## src/rtl/timer_sched.sv

```systemverilog
// Bus-master sequencer driving one timer through its slave port: programs periodic
// mode, acknowledges N expirations as tick pulses, then stops the timer.
module timer_sched #(
  parameter int unsigned MIN_PERIOD = 4,
  parameter int unsigned BUS_TO     = 16,
  parameter int unsigned REP_W      = 16
) (
  input  logic             clk,
  input  logic             reset,
  input  logic             req,
  input  logic             cancel,
  input  logic [31:0]      period,
  input  logic [REP_W-1:0] reps,
  output logic             busy,
  output logic             tick,
  output logic [REP_W-1:0] tick_cnt,
  output logic             done,
  output logic             err,
  output logic             t_cs_,
  output logic             t_as_,
  output logic             t_rw,
  output logic [1:0]       t_addr,
  output logic [31:0]      t_wr_data,
  input  logic             t_rdy_,
  input  logic             t_irq
);

  localparam int unsigned TO_W = $clog2(BUS_TO + 1);

  typedef enum logic [3:0] {
    IDLE, W_STOP, W_EXPR, W_CNT, W_CLR, W_RUN, WAIT, W_ACK, W_END, DONE
  } state_t;

  state_t           state;
  logic [31:0]      period_q;
  logic [REP_W-1:0] reps_q;
  logic             cancel_q;
  logic [TO_W-1:0]  to_cnt;

  logic             cancel_any;
  logic [REP_W-1:0] tick_next;
  logic [1:0]       acc_addr;
  logic [31:0]      acc_data;
  state_t           acc_next;

  assign cancel_any = cancel | cancel_q;
  // Free-running mode (reps == 0) holds the count at all-ones instead of wrapping.
  assign tick_next  = (reps_q == '0 && tick_cnt == '1) ? tick_cnt : tick_cnt + REP_W'(1);

  always_comb begin
    acc_addr = 2'd0;
    acc_data = '0;
    acc_next = IDLE;
    case (state)
      W_STOP: acc_next = W_EXPR;
      W_EXPR: begin acc_addr = 2'd2; acc_data = period_q; acc_next = W_CNT; end
      W_CNT:  begin acc_addr = 2'd3; acc_next = W_CLR; end
      W_CLR:  begin acc_addr = 2'd1; acc_next = W_RUN; end
      W_RUN:  begin acc_data = 32'h3; acc_next = WAIT; end
      W_ACK:  begin
        acc_addr = 2'd1;
        acc_next = (reps_q != '0 && tick_next == reps_q) ? W_END : WAIT;
      end
      W_END:  acc_next = DONE;
      default: acc_next = IDLE;
    endcase
  end

  always_ff @(posedge clk) begin
    if (reset) begin
      state     <= IDLE;
      period_q  <= '0;
      reps_q    <= '0;
      cancel_q  <= 1'b0;
      to_cnt    <= '0;
      busy      <= 1'b0;
      tick      <= 1'b0;
      tick_cnt  <= '0;
      done      <= 1'b0;
      err       <= 1'b0;
      t_cs_     <= 1'b1;
      t_as_     <= 1'b1;
      t_rw      <= 1'b1;
      t_addr    <= '0;
      t_wr_data <= '0;
    end else begin
      tick <= 1'b0;
      done <= 1'b0;
      err  <= 1'b0;
      if (state != IDLE && cancel) cancel_q <= 1'b1;
      case (state)
        IDLE: begin
          cancel_q <= 1'b0;
          if (req) begin
            if (period < MIN_PERIOD) begin
              err <= 1'b1;
            end else begin
              period_q <= period;
              reps_q   <= reps;
              tick_cnt <= '0;
              busy     <= 1'b1;
              state    <= W_STOP;
            end
          end
        end
        WAIT: begin
          if (cancel_any) state <= W_END;
          else if (t_irq) state <= W_ACK;
        end
        DONE: begin
          busy  <= 1'b0;
          state <= IDLE;
        end
        default: begin
          // Each access state spends its first cycle with the bus released (the
          // inter-access gap), then strobes and holds until rdy_ or timeout.
          if (t_cs_) begin
            t_cs_     <= 1'b0;
            t_as_     <= 1'b0;
            t_rw      <= 1'b0;
            t_addr    <= acc_addr;
            t_wr_data <= acc_data;
            to_cnt    <= '0;
          end else if (!t_rdy_) begin
            t_cs_ <= 1'b1;
            t_as_ <= 1'b1;
            t_rw  <= 1'b1;
            if (state == W_ACK) begin
              tick     <= 1'b1;
              tick_cnt <= tick_next;
            end
            if (state == W_END) begin
              done  <= 1'b1;
              state <= DONE;
            end else if (cancel_any) begin
              state <= W_END;
            end else begin
              state <= acc_next;
            end
          end else if (to_cnt == TO_W'(BUS_TO - 1)) begin
            t_cs_ <= 1'b1;
            t_as_ <= 1'b1;
            t_rw  <= 1'b1;
            err   <= 1'b1;
            busy  <= 1'b0;
            state <= IDLE;
          end else begin
            to_cnt <= to_cnt + TO_W'(1);
          end
        end
      endcase
    end
  end

endmodule

```

## config.mk

```make
export PLATFORM = sky130hd
export DESIGN_NAME = timer_sched
export DESIGN_NICKNAME = d
export VERILOG_FILES = /design/src/rtl/timer_sched.sv
export SDC_FILE = /design/constraint.sdc
export NUM_CORES = 1
export LEC_CHECK = 0
export ABC_CLOCK_PERIOD_IN_PS = 2950
export CELL_PAD_IN_SITES_DETAIL_PLACEMENT = 1
export CELL_PAD_IN_SITES_GLOBAL_PLACEMENT = 1
export CORE_MARGIN = 2
export CORE_UTILIZATION = 37
export CTS_BUF_LIST = sky130_fd_sc_hd__clkbuf_16
export CTS_CLUSTER_SIZE = 28
export DETAILED_ROUTE_END_ITERATION = 8
export GPL_TIMING_DRIVEN = 0
export PLACE_DENSITY_LB_ADDON = 0.08
export SYNTH_ARGS = -nofsm -noshare
export SYNTH_HDL_FRONTEND = slang
export SYNTH_SLANG_ARGS = --single-unit
```

## constraint.sdc

```tcl
create_clock -name clk -period 2.95 [get_ports clk]
set_input_delay 0.885 -clock clk [delete_from_list [all_inputs] [get_ports clk]]
set_output_delay 0.885 -clock clk [all_outputs]
set_load 0.02 [all_outputs]
```

==> impl_metrics.csv <==
group,metric,value,unit
clock_tree,hold_buffers,0,
clock_tree,tritoncts,"built",
logic_synthesis,ys_types,57,
power,power.density,779,nW/µm²
logic_synthesis,synth.top_cell.area_share,43.7,%
logic_synthesis,synthFlopType,"dfxtp_1",
logic_synthesis,syn_area,5230,µm²
logic_synthesis,netlist_instances,640,
timing,setup_viol_count_final,0,
worst_hold_path,min_path_type,"reg -> reg",
critical_path,crit_family,"simple AND/OR/NAND/NOR gates",
critical_path,cp_cell_sequence,"clkdlybuf4s50_1 -> nor4_1 -> nand2_1 -> nor4_4 -> buf_4 -> buf_4 -> o21ai_1 -> nor4b_4 -> buf_4 -> a21o_1 -> a22o_1",
timing,rsz0062_at_grt,"false",
clock_tree,numClockSinks,114,
global_route,grt_pass1_wl,27.8,mm
power,power.leakage,0.00266,µW
die,pin_count,111,
clock_tree,cts_root_buf,"clkbuf_16",
global_route,grt_overflow,0,
power,ir_drop,398,µV
timing,setup_ws,0.0762,ns
placed_design,placed_cells,929,
die,rows,43,
critical_path,critPathLaunchType,"primary input",
timing,hold_violations,0,
critical_path,crit_required,3.26,ns
logic_synthesis,synth_area_leaders,"dfxtp_1 44%, nand2_1 8.9%, a21oi_1 7.4%",
clock_tree,cts_made_buffers,17,
timing,slew-limit-headroom,45.1,%
logic_synthesis,seq_area_frac_synth,43.7,%
logic_synthesis,synth_edf_count,0,
timing,slew_violations,0,
critical_path,cpPeakStageDelay,0.44,ns
logic_synthesis,yosysTopAreaCell,"dfxtp_1",
critical_path,reg2reg_to,"tick_cnt[10]$_SDFFE_PP0P_",
logic_synthesis,avgSynthCellArea,8.17,µm²
detailed_routing,finalWirelength,17.6,mm
clock_tree,htree_levels,4,
global_route,grt_max_degree,17,
detailed_routing,viasPerCell,5.50,
critical_path,path_buf_inv,4,
critical_path,ff2ff_path_depth,9,
finish,antennaDiodeCount,0,
placed_design,dp_slack,-1.37,ns
power,p_seq_share,34.7,%
placed_design,portBuffers,109,
placed_design,dp_hpwl,12.9,mm
run_status,status,"finished, final reports clean",
placed_design,gp_congestion,0.919,
finish,area_growth,39.5,%
logic_synthesis,synth_common_cells,"124 x nand2_1, 114 x dfxtp_1, 77 x a21oi_1",
die,initial_core_util,37.8,%
critical_path,worstSetupPathType,"in -> reg",
timing,period_share,97.4,%
logic_synthesis,yosysMostFrequentCell,"nand2_1",
power,switching_share,36.2,%
detailed_routing,postRouteAntennaNets,0,
logic_synthesis,async_flop_share,0,%
global_route,grt_pass1_vias,5319,
die,coreArea,13800,µm²
logic_synthesis,synth_warnings,0,
power,p_int,3620,µW
critical_path,endpoint_kind,"flop",
clock_tree,insertion_delay,0.42,ns
critical_path,crit_fanout,5,
timing,worst_pin_slew,0.816,ns
run,max-cap-violations,0,
finish,finalNonFillerCells,966,
global_route,grtUsageTotal,23.9,%
clock_tree,clock_path_buffers,2,
logic_synthesis,syn_nets,697,
power,pwr-share-clk,34.3,%
power,p_comb_share,31.1,%
clock_tree,path_clk_slew,0.06,ns
logic_synthesis,ys_ff_latch,114,
global_route,antenna_found_initial,0,
detailed_routing,dr.pass1.iters,4,
worst_hold_path,hold_start,"t_wr_data[25]$_SDFFE_PP0P_",
detailed_routing,wl_per_cell,18.2,µm
critical_path,reg2reg_setup_slack,0.19,ns
timing,min_period,2.87,ns
detailed_routing,post-route-drc-count,0,
critical_path,slowest_stage,"clkdlybuf4s50_1",
die,dieArea,15100,µm²
critical_path,crit_top_cell,"buf_4",
worst_hold_path,hold_depth,2,
finish,drive_gt1_share,10.1,%
power,switchingPower,2060,µW
timing,finClkSkew,0.00802,ns
critical_path,reg2reg_from,"state[0]$_SDFFE_PP0P_",
critical_path,arrival,3.18,ns
detailed_routing,route.vias.total,5314,
detailed_routing,first_iter_violations,292,
die,die_height,123,µm
finish,layout.nets,830,
worst_hold_path,hold_path_end,"t_wr_data[25]$_SDFFE_PP0P_",
die,dieWidth,123,µm
timing,fmax,348,MHz
-- logic make-up (layout without fill, tap and decap cells) --
kind of cell	after synthesis	after routing	synth area share, %
xor+xnor	22	22	3.69
simple gates	261	261	24.3
buf+inv	60	206	4.86
flops	114	114	43.7
fa+ha+maj	4	4	0.910
compound gates	175	175	21.8
mux	4	4	0.766
-- placed cells by master, fill, tap and decap left out, types with 4 or more instances in the layout --
master,synthesis,routed
clkinvlp_4,0,6
xor2_1,13,13
nand3_1,16,16
dfxtp_1,114,112
nand2_1,124,124
a211oi_1,8,8
o21ai_1,5,6
buf_2,5,6
and2_1,4,4
nor2b_1,4,4
a22o_1,32,32
nor3_1,13,13
clkdlybuf4s50_1,0,107
clkbuf_16,0,17
inv_1,15,16
mux2i_1,4,4
nand4_1,15,15
clkbuf_2,0,4
nand2b_1,6,5
o21ai_0,21,20
nor2_1,33,31
inv_6,0,4
nor4_1,17,11
buf_4,2,12
xnor2_1,9,9
clkbuf_1,33,24
and3_1,5,5
nor4_2,2,5
a21oi_1,77,76
a21o_1,4,4
-- layout make-up --
cell class	instances	area, µm²
timing repair buffer	117	1160
clock inverter	15	136
tap	180	225
sequential	114	2280
clock buffer	17	425
inverter	15	56.3
multi-input combinational	466	2800
fill	1635	6540
buffer	42	208
-- what timing repair did --
action	CTS	global route
gates resized for setup	13	29
pin swaps	2	4
endpoints found under the setup margin	80	62
setup buffers	3	5
-- worst reg2reg max path, cell delays in order (launching register included) --
cell      delay (ns)
dfxtp_1         0.31
clkbuf_1        0.27
o41a_1          0.55
and3_1          0.22
buf_6           0.13
or2_4           0.25
nor4b_4         0.47
buf_4           0.27
a21oi_1         0.09
nor2_1          0.12
-- layer usage --
layer	vias up	GRT usage [%]	routed length [µm]
met5	-	0	0
met4	0	7.90	161
met3	10	6.74	884
met2	106	40.3	8940
met1	2638	29.3	7640
li1	2560	-	-
-- metrics by stage --
step	total power [µW]	setup TNS (ns)	util (%)	hold slack (ns)	area [µm²]
6_report	5680	0	52.7	0.452	7290
2_1_floorplan	3100	0	-	0.436	5230
3_3_place_gp	3640	-70.68	47.3	0.442	6540
4_1_cts	5700	0	51.9	0.452	7180
3_5_place_dp	3700	-76.32	47.3	0.445	6540
5_1_grt	6000	0	52.7	0.475	7290
-- power by group through the flow --
stage               logic [µW]  registers (µW)  clock network [µW]
global placement          1660            1980                   0
finish                    1770            1970                1950
CTS                       1750            1970                1980
detailed placement        1700            2000                   0
floorplan                 1110            1990                   0
global route              1950            2000                2060
-- flip-flops by register name, indices dropped and copies added, names as in the netlist --
signal / count
busy: 1
cancel_q: 1
done: 1
err: 1
period_q: 32
reps_q: 16
state: 4
t_addr: 2
t_cs_: 1
t_rw: 1
t_wr_data: 32
tick: 1
tick_cnt: 16
to_cnt: 5
-- worst max path at each step --
stage / startpoint / slack [ns] / end / cells past startpoint
6_report: period[17] / 0.08 / tick_cnt[5]$_SDFFE_PP0P_ / 11
5_1_grt: period[22] / 0.002 / tick_cnt[5]$_SDFFE_PP0P_ / 11
4_1_cts: tick_cnt[0]$_SDFFE_PP0P_ / 0.006 / state[3]$_SDFFE_PP0P_ / 8
2_1_floorplan: period[18] / 0.19 / period_q[31]$_SDFFE_PP0P_ / 9
3_3_place_gp: period[2] / -1.27 / period_q[23]$_SDFFE_PP0P_ / 10
3_5_place_dp: period[2] / -1.37 / period_q[31]$_SDFFE_PP0P_ / 10
(Power assumes the default switching activity.)
